===== config.mk =====
export PLATFORM = sky130hd
export DESIGN_NAME = bcd_arbiter
export DESIGN_NICKNAME = d
export VERILOG_FILES = /design/src/rtl/bcd_arbiter.sv
export SDC_FILE = /design/constraint.sdc
export NUM_CORES = 1
export LEC_CHECK = 0
export CELL_PAD_IN_SITES_DETAIL_PLACEMENT = 1
export CELL_PAD_IN_SITES_GLOBAL_PLACEMENT = 1
export CORE_ASPECT_RATIO = 1.5
export CORE_MARGIN = 2
export CORE_UTILIZATION = 30
export CTS_BUF_LIST = sky130_fd_sc_hd__clkbuf_2 sky130_fd_sc_hd__clkbuf_4 sky130_fd_sc_hd__clkbuf_8
export CTS_CLUSTER_DIAMETER = 50
export DETAILED_ROUTE_END_ITERATION = 10
export GPL_ROUTABILITY_DRIVEN = 0
export PLACE_DENSITY = 0.73
export SETUP_SLACK_MARGIN = 0.4
export SYNTH_ARGS = -nofsm -noshare
export SYNTH_HDL_FRONTEND = slang
export SYNTH_SLANG_ARGS = --single-unit

===== constraint.sdc =====
create_clock -name i_clk -period 6.5 [get_ports i_clk]
set_input_delay 1.3 -clock i_clk [delete_from_list [all_inputs] [get_ports i_clk]]
set_output_delay 1.3 -clock i_clk [all_outputs]
set_load 0.02 [all_outputs]

===== src/rtl/bcd_arbiter.sv =====
// bcd_arbiter: four-channel request arbiter feeding a shared binary-to-BCD converter.
// A grant captures the chosen channel's value. VAL_W double-dabble steps follow, then the result
// is presented for one cycle with done. Values above 9999 saturate to 16'h9999 and set ovf.
//
// Ports:
//   i_clk           system clock, rising edge
//   i_rst           synchronous active-high reset
//   i_display_mode  0-3 gives that channel priority; 4 and above select pure round robin
//   i_req           per-channel conversion request
//   i_val_0..3      per-channel unsigned binary value
//   o_ack           one-hot grant/capture pulse (combinational, IDLE only)
//   o_busy          conversion in progress (SHIFT or DONE)
//   o_done          one-cycle result-valid pulse
//   o_done_chan     channel of the presented result
//   o_bcd           four BCD digits, thousands in [15:12]
//   o_ovf           captured value exceeded 9999
module bcd_arbiter #(
  parameter int unsigned VAL_W = 14
) (
  input  logic             i_clk,
  input  logic             i_rst,
  input  logic [2:0]       i_display_mode,
  input  logic [3:0]       i_req,
  input  logic [VAL_W-1:0] i_val_0,
  input  logic [VAL_W-1:0] i_val_1,
  input  logic [VAL_W-1:0] i_val_2,
  input  logic [VAL_W-1:0] i_val_3,
  output logic [3:0]       o_ack,
  output logic             o_busy,
  output logic             o_done,
  output logic [1:0]       o_done_chan,
  output logic [15:0]      o_bcd,
  output logic             o_ovf
);

  localparam int unsigned CntW = $clog2(VAL_W + 1);

  typedef enum logic [1:0] {StIdle, StShift, StDone} state_e;

  state_e           r_state;
  state_e           w_state_next;

  logic [1:0]       r_last_grant;
  logic [1:0]       r_cap_chan;
  logic             r_cap_ovf;
  logic [VAL_W-1:0] r_val;
  logic [15:0]      r_shift;
  logic [CntW-1:0]  r_cnt;
  logic [1:0]       r_done_chan;
  logic [15:0]      r_bcd;
  logic             r_ovf;

  logic             w_grant_vld;
  logic [1:0]       w_grant_idx;
  logic [1:0]       w_cand;
  logic             w_found;
  logic [VAL_W-1:0] w_sel_val;
  logic             w_sel_ovf;
  logic [15:0]      w_adj;
  logic [15:0]      w_shift_next;
  logic [VAL_W-1:0] w_val_next;
  logic             w_last_step;

  // Arbitration: display-mode priority first, else round robin starting after last grant.
  always_comb begin
    w_grant_vld = |i_req;
    w_grant_idx = r_last_grant;
    w_cand      = r_last_grant;
    w_found     = 1'b0;
    if ((i_display_mode < 3'd4) && i_req[i_display_mode[1:0]]) begin
      w_grant_idx = i_display_mode[1:0];
    end else begin
      // Offset 4 wraps to the last grant itself, so a lone repeat requester is still served.
      for (int i = 1; i <= 4; i++) begin
        w_cand = r_last_grant + 2'(i);
        if (!w_found && i_req[w_cand]) begin
          w_grant_idx = w_cand;
          w_found     = 1'b1;
        end
      end
    end
  end

  always_comb begin
    unique case (w_grant_idx)
      2'd0:    w_sel_val = i_val_0;
      2'd1:    w_sel_val = i_val_1;
      2'd2:    w_sel_val = i_val_2;
      default: w_sel_val = i_val_3;
    endcase
    w_sel_ovf = 32'(w_sel_val) > 32'd9999;
  end

  // One double-dabble step: add 3 to nibbles >= 5, then shift {bcd, value} left.
  always_comb begin
    w_adj = r_shift;
    for (int d = 0; d < 4; d++) begin
      if (r_shift[4*d +: 4] >= 4'd5) begin
        w_adj[4*d +: 4] = r_shift[4*d +: 4] + 4'd3;
      end
    end
    w_shift_next = 16'({w_adj, r_val[VAL_W-1]});
    w_val_next   = {r_val[VAL_W-2:0], 1'b0};
  end

  assign w_last_step = (r_cnt == CntW'(1));

  // FSM state register
  always_ff @(posedge i_clk) begin
    if (i_rst) begin
      r_state <= StIdle;
    end else begin
      r_state <= w_state_next;
    end
  end

  // FSM next state
  always_comb begin
    w_state_next = r_state;
    unique case (r_state)
      StIdle:  if (w_grant_vld) w_state_next = StShift;
      StShift: if (w_last_step) w_state_next = StDone;
      StDone:  w_state_next = StIdle;
      default: w_state_next = StIdle;
    endcase
  end

  // FSM outputs; ack and done are suppressed during reset so an aborted cycle shows nothing.
  always_comb begin
    o_ack  = 4'b0000;
    o_done = 1'b0;
    o_busy = (r_state != StIdle);
    unique case (r_state)
      StIdle:  if (w_grant_vld && !i_rst) o_ack[w_grant_idx] = 1'b1;
      StDone:  o_done = !i_rst;
      default: ;
    endcase
  end

  // Datapath: capture on grant, shift in SHIFT, publish the result on the last step.
  always_ff @(posedge i_clk) begin
    if (i_rst) begin
      r_last_grant <= 2'd3;
      r_cap_chan   <= 2'd0;
      r_cap_ovf    <= 1'b0;
      r_val        <= '0;
      r_shift      <= 16'h0000;
      r_cnt        <= '0;
      r_done_chan  <= 2'd0;
      r_bcd        <= 16'h0000;
      r_ovf        <= 1'b0;
    end else begin
      unique case (r_state)
        StIdle: begin
          if (w_grant_vld) begin
            r_last_grant <= w_grant_idx;
            r_cap_chan   <= w_grant_idx;
            r_cap_ovf    <= w_sel_ovf;
            r_val        <= w_sel_val;
            r_shift      <= 16'h0000;
            r_cnt        <= CntW'(VAL_W);
          end
        end
        StShift: begin
          r_shift <= w_shift_next;
          r_val   <= w_val_next;
          r_cnt   <= r_cnt - CntW'(1);
          if (w_last_step) begin
            r_bcd       <= r_cap_ovf ? 16'h9999 : w_shift_next;
            r_ovf       <= r_cap_ovf;
            r_done_chan <= r_cap_chan;
          end
        end
        default: ;
      endcase
    end
  end

  assign o_done_chan = r_done_chan;
  assign o_bcd       = r_bcd;
  assign o_ovf       = r_ovf;

endmodule


Word-level counts from Yosys, hierarchy flattened. Index checks and enable logic that the tools add are counted.

Add/subtract/negate cells: 8. $lt $le $gt $ge: 13. Equal/unequal tests: 7. Mux-type cells: 41. Reduce and logical (&&, ||, !) cells: 19.

Operator list (number): $pmux W14 S3 (1); $mux W16 (2); $pmux W16 S2 (1); $pmux W14 S2 (1); $mux W4 (6); $lt A2 B3 Y1 const B (6); $ge A4 B3 Y1 const B (4); $gt A14 B14 Y1 const B (1); $mux W14 (1); $mux W2 (7); $mux W1 (13); $add A4 B2 Y4 const B (3); $bmux W1 S2 (5); $pmux W4 S2 (1); $reduce_and A2 Y1 (4); $logic_and A1 B1 Y1 (6); $add A2 B2 Y2 const B (2); $eq A2 B1 Y1 const B (2); $eq A2 B2 Y1 const B (2); $eq A4 B1 Y1 const B (1); $logic_not A1 Y1 (4); $logic_not A2 Y1 (2); $ne A2 B2 Y1 const B (2); $pmux W2 S2 (1); other kinds (9) (10).

Flip-flop bits (word level): 60. Input port bits: 65. Output and inout bits: 25. Logic and storage cells: 98.

Logic depth before layout (Yosys ltp). Gate-level depths: netlist of the first run.

Word-level depth: 23. Mapped depth: 9. Mapped depth without buffers: 8.

Least setup slack after synthesis of the first run. Ideal clock, no wire load.

Kind: input to output. From: in i_display_mode[1]. To: out o_ack[3]. Data arrival time: 3.082 ns. Data required time: 5.200 ns. Path slack: 2.118 ns. Stages: 7. Path buffers: 2. Path through: mux2i_1 -> nor3b_1 -> nand2b_1 -> mux2i_1 -> clkbuf_1 -> clkbuf_1 -> nor4_1.

Word-level cells in the longest chain between the ends: 10. Elaborated cells between the ends (all ways): 12. Those cells by class: 3 x order compare; 7 x mux; 2 x reduce/logical.

Ends and longest elaborated chain: start: declaration (RTL line 22) `input logic [2:0] i_display_mode,`; $bmux W1 S2 (RTL line 70) `if ((i_display_mode < 3'd4) && i_req[i_display_mode[1:0]]) begin`; $mux W1 (not written as such) (RTL line 70); $logic_and A1 B1 Y1 (RTL line 70); $mux W2 * (RTL line 70); $lt A2 B3 Y1 (not written as such) / $ge A2 B1 Y1 (equally long branches) (RTL line 134) `StIdle: if (w_grant_vld && !i_rst) o_ack[w_grant_idx] = 1'b1;`; $logic_and A1 B1 Y1 (not written as such) (RTL line 134); $mux W1 (not written as such) (RTL line 134); $demux W1 S2 * (RTL line 134); $mux W4 * (RTL line 134); $mux W4 * (RTL line 133) `unique case (r_state)`; end: declaration (RTL line 28) `output logic [3:0] o_ack,`.

Every way passes the cells marked *; elsewhere a longest branch is shown, timed or not. The select of a mux whose other input is x is not followed.

Worst setup path after layout of the first run.
From: in i_display_mode[1]. To: out o_ack[0].

Same word-level chain as after synthesis.

==> results of run 1 <==
==> stage by stage <==
stage / worst slack [ps] / power (mW) / cells
4_1_cts: 1210 / 1.05 / 645
6_report: 1240 / 1.03 / 645
3_3_place_gp: 1350 / 0.655 / 629
2_1_floorplan: 2120 / 0.573 / 418
3_5_place_dp: 1210 / 0.662 / 629
5_1_grt: 1060 / 1.09 / 645
==> placed cells by master, fill, tap and decap left out, types with 11 or more instances in the layout <==
| master | instances |
|---|---|
| nor2_1 | 61 |
| a21oi_1 | 35 |
| dfxtp_1 | 60 |
| a211oi_1 | 14 |
| mux2i_1 | 23 |
| nand3_1 | 12 |
| mux2_1 | 11 |
| clkdlybuf4s50_1 | 88 |
| nand2_1 | 45 |
==> flip-flops by register name, summed over array words and instances, names as in the netlist, 2 cells and up <==
name and cells:
o_bcd 16, o_done_chan 2, r_cap_chan 2, r_cnt 4, r_last_grant 2, r_shift 16, r_state 2, r_val 14
==> cell type report <==
class	instances	area, um2	area share
clock buffer	10	138	0.0298
clock inverter	6	87.6	0.0190
inverter	10	37.5	0.00813
multi-input combinational	317	2040	0.442
sequential	60	1200	0.260
tap	147	184	0.0398
timing repair buffer	95	931	0.202
==> path summary, 6_finish.rpt <==
kind                     start             end  slack (ps)  depth (start not counted)
max          i_display_mode[1]        o_ack[0]        1240                          7
min             o_done_chan[0]  o_done_chan[0]         460                          2
max reg2reg         r_state[0]       o_bcd[13]        3240                          5
min reg2reg     o_done_chan[0]  o_done_chan[0]         460                          2
==> logic make-up after synthesis <==
| family | Yosys count | synth area share |
|---|---|---|
| buf+inv | 41 | 0.0519 |
| flops | 60 | 0.353 |
| fa+ha+maj | 10 | 0.0368 |
| xor+xnor | 6 | 0.0154 |
| simple gates | 163 | 0.221 |
| compound gates | 97 | 0.195 |
| mux | 41 | 0.127 |
==> per-layer routing <==
metal / up-vias / share of wire / routed length [um] / track usage
li1: 1636 / - / - / -
met1: 1619 / 0.44 / 4530 / 0.205
met2: 77 / 0.50 / 5220 / 0.309
met3: 12 / 0.044 / 455 / 0.0433
met4: 0 / 0.015 / 155 / 0.0640
met5: - / 0 / 0 / 0
==> critical path, delay by kind of cell <==
kind          cells  cell delay (ps)
buf+inv           2             1210
simple gates      3              880
mux               2              580
==> power by group <==
part	switching, mW	total (mW)	internal, mW
clock network	0.157	0.383	0.225
registers	0.0178	0.408	0.391
logic	0.127	0.243	0.116
total	0.302	1.03	0.732
==> flow_metrics.tcl, run 1 <==
set metrics [dict create \
    worstHoldPathType "reg2reg" \
    finalSetupTns_ps 0 \
    async_reset_ff_frac 0 \
    fin_skew_ps 9.73 \
    setup_violations 0 \
    vias 3344 \
    routedWlPerCell_um 16.1 \
    ys_seq_area_frac 0.353 \
    die_y_um 134 \
    final_area_um2 4620 \
    rsz0062_at_grt "false" \
    startpoint_type "primary input" \
    overflow 0 \
    yosys_warnings 0 \
    dpl_cell_area_um2 4390 \
    grt_max_degree 47 \
    yosysMostFrequentCell "nor2_1" \
    n_fill_cell 1368 \
    cts_resized 0 \
    cts_tree "yes" \
    whs_ps 463 \
    slowest_stage "clkdlybuf4s50_1" \
    drive_gt1_frac 0.0663 \
    drt_iter0_drc 72 \
    worstPathRequired_ps 5200 \
    wl_um 10400 \
    die-area_um2 12200 \
    core_um2 11100 \
    synth_edf_count 0 \
    slew_viol_final 0 \
    netlist_instances 418 \
    arrival_ps 3960 \
    io_pins 90 \
    areaGrowthSynthToFinish_pct 35.7 \
    antenna_found_initial 0 \
    drt_pass1_iterations 4 \
    synth_fp_nets 493 \
    grt_pass1_vias 3576 \
    diodes 0 \
    grt_use_total 0.175 \
    critPathMaxStageDelay_ps 620 \
    synth_area_leader_cell "dfxtp_1" \
    cts_hold_buffers 0 \
    maxCapViolCount 0 \
    clk_pin_slew_ps 60 \
    max_slew_margin 0.236 \
    netlist-cell-type-count 42 \
    synth_top_area_frac 0.353 \
    crit_top_cell "clkdlybuf4s50_1" \
    fin_util 0.418 \
    leakage_nw 1.68 \
    critPathMaxFanout 14 \
    tightest_slew_ps 1140 \
    numCtsBuffers 9 \
    hold_viol_final 0 \
    clockBufferDepth 2 \
    path_cells "clkdlybuf4s50_1 > mux2i_1 > nor3b_1 > nand2b_1 > mux2i_4 > and3_1 > clkdlybuf4s50_1" \
    cts-htree-levels 3 \
    status "finished clean" \
    synth-main-ff-cell "dfxtp_1" \
    power_density_nw_per_um2 224 \
    fin_crit_ps 5260 \
    synth_area_leaders "dfxtp_1 35%, mux2i_1 7.1%, nor2_1 6.7%" \
    avgSynthCellArea_um2 8.14 \
    clock-sinks 60 \
    start_util 0.308 \
    syn-cell-area_um2 3400 \
    synth_seq_cells 60 \
    ant_nets 0 \
    clockRootBuffer "clkbuf_8" \
    port_buffers 89 \
    clk-insertion-delay-late_ps 350 \
    finalNetCount 568 \
    routed_via_density 5.18 \
    cts_setup_buffers 0 \
    min_period_over_period 0.810 \
    num_rows 47 \
    fmax_ghz 0.190 \
    netlist_top_cells_count "61 x nor2_1, 60 x dfxtp_1, 45 x nand2_1" \
    end_kind "output port" \
    place_hpwl_um 7300 \
    worstSetupPathType "in2out" \
    die_width_um 91.0 \
    max-vdd-ir-drop_uv 117 \
    drcViolationCount 0 \
    grt_pass1_wl_um 17400 \
]
Note: power is estimated with default switching activity, not from simulation.
==> inputs of run 2 (changes only) <==
==> constraint.sdc (replaced) <==
create_clock -name i_clk -period 5 [get_ports i_clk]
set_input_delay 1 -clock i_clk [delete_from_list [all_inputs] [get_ports i_clk]]
set_output_delay 1 -clock i_clk [all_outputs]
set_load 0.02 [all_outputs]
==> run 2 against run 1 <==
Compared with the run above: cell area down 0.30%; setup slack worse by 710 ps; non-clock buffer count up 4; critical path depth unchanged; cell count up 0.47%; critical path type unchanged; largest cell class unchanged; highest routed layer unchanged.
==> flow_metrics.tcl, run 2 (synthesis gave the netlist of run 1 again) <==
set metrics [dict create \
    clk-insertion-delay-late_ps 340 \
    cts_hold_buffers 0 \
    die_y_um 134 \
    final_common_cell "clkdlybuf4s50_1" \
    path_cells "clkdlybuf4s50_1 > mux2i_1 > or3_1 > nand2b_1 > mux2i_4 > and3_1 > clkdlybuf4s50_1" \
    areaGrowthSynthToFinish_pct 35.3 \
    antenna_found_initial 0 \
    start_util 0.308 \
    fmax_ghz 0.224 \
    grt_pass1_vias 3571 \
    final_area_um2 4600 \
    port_buffers 89 \
    clockBufferDepth 2 \
    fin_skew_ps 7.59 \
    max_slew_margin 0.249 \
    arrival_ps 3470 \
    worstHoldPathType "reg2reg" \
    end_kind "output port" \
    finalNetCount 572 \
    min_period_over_period 0.894 \
    hold_viol_final 0 \
    drt_pass1_iterations 4 \
    numCtsBuffers 9 \
    clockRootBuffer "clkbuf_8" \
    slew_viol_final 0 \
    routed_via_density 5.15 \
    dpl_cell_area_um2 4400 \
    ant_nets 0 \
    diodes 0 \
    critPathMaxFanout 9 \
    drcViolationCount 0 \
    worstPathRequired_ps 4000 \
    grt_pass1_wl_um 17400 \
    cts_tree "yes" \
    crit_top_cell "clkdlybuf4s50_1" \
    max-vdd-ir-drop_uv 191 \
    fin_crit_ps 4470 \
    place_hpwl_um 7280 \
    cp_top_family "buffers and inverters" \
    clk_pin_slew_ps 60 \
    vias 3338 \
    rsz0062_at_grt "false" \
    path_buf_inv 2 \
    grt_max_degree 63 \
    io_pins 90 \
    startpoint_type "primary input" \
    tightest_slew_ps 1130 \
    layout_common_cells "88 x clkdlybuf4s50_1, 61 x nor2_1, 60 x dfxtp_1, 45 x nand2_1, 35 x a21oi_1" \
    maxCapViolCount 0 \
    core_um2 11100 \
    grt_use_total 0.175 \
    setup_violations 0 \
    routedWlPerCell_um 15.6 \
    cts-htree-levels 3 \
    clock-sinks 60 \
    leakage_nw 1.69 \
    r2r_setup_slack_ps 2190 \
    overflow 0 \
    drive_gt1_frac 0.0739 \
    drt_iter0_drc 107 \
    wl_um 10100 \
    die-area_um2 12200 \
    slowest_stage "clkdlybuf4s50_1" \
    critPathMaxStageDelay_ps 600 \
    die_width_um 91.0 \
    num_rows 47 \
    n_fill_cell 1395 \
    power_density_nw_per_um2 270 \
    finalSetupTns_ps 0 \
    status "finished clean" \
    worstSetupPathType "in2out" \
]
-- run 2: where the power goes --
| group | switching, mW | internal (mW) | total, mW |
|---|---|---|---|
| logic | 0.167 | 0.157 | 0.325 |
| clock network | 0.176 | 0.213 | 0.390 |
| registers | 0.0223 | 0.508 | 0.530 |
-- run 2: worst register-to-register path: stages, from the launching register on --
cell and delay (ps):
dfxtp_1 380, nor2b_1 80, o21ba_1 220, o41ai_4 660, buf_4 490, mux2_2 410, a211oi_1 340, a311oi_1 90
-- run 2: what timing repair did --
item                       4_1_cts  5_1_grt
pin swaps                        0        1
setup endpoints to repair        2        3
gates resized for setup          1        0
cloned                           0        0
buffers inserted                 0        3
-- run 2: layout make-up --
type,count,area (um2),area share
clock buffers,13,166,0.0361
clock inverters,2,10.0,0.00217
inverters,10,37.5,0.00815
multi-input cells,317,2040,0.444
flip-flops and latches,60,1200,0.261
well taps,147,184,0.0399
repair buffers,99,961,0.209
-- run 2: stage by stage --
step / setup slack (ps) / power [mW] / hold slack, ps / utilization / std cells
after global placement: 455 / 0.852 / 448 / 0.398 / 630
after global routing: 438 / 1.32 / 492 / 0.416 / 648
after CTS: 414 / 1.25 / 462 / 0.414 / 645
final: 529 / 1.24 / 460 / 0.416 / 648
after detailed placement: 381 / 0.860 / 450 / 0.398 / 630
after floorplan: 1220 / 0.745 / 432 / - / 418
-- run 2: routing by layer --
metal,part of all wire,GRT usage
met5,0,0
met4,0.015,0.0707
met3,0.040,0.0343
met2,0.50,0.307
met1,0.44,0.207
-- run 2: path summary, 6_finish.rpt --
| kind | depth (start not counted) | from | endpoint |
|---|---|---|---|
| setup / recovery | 7 | i_display_mode[1] | o_ack[0] |
| hold / removal | 2 | o_done_chan[0] | o_done_chan[0] |
| setup reg to reg | 7 | r_last_grant[0] | r_val[12] |
| hold reg to reg | 2 | o_done_chan[0] | o_done_chan[0] |
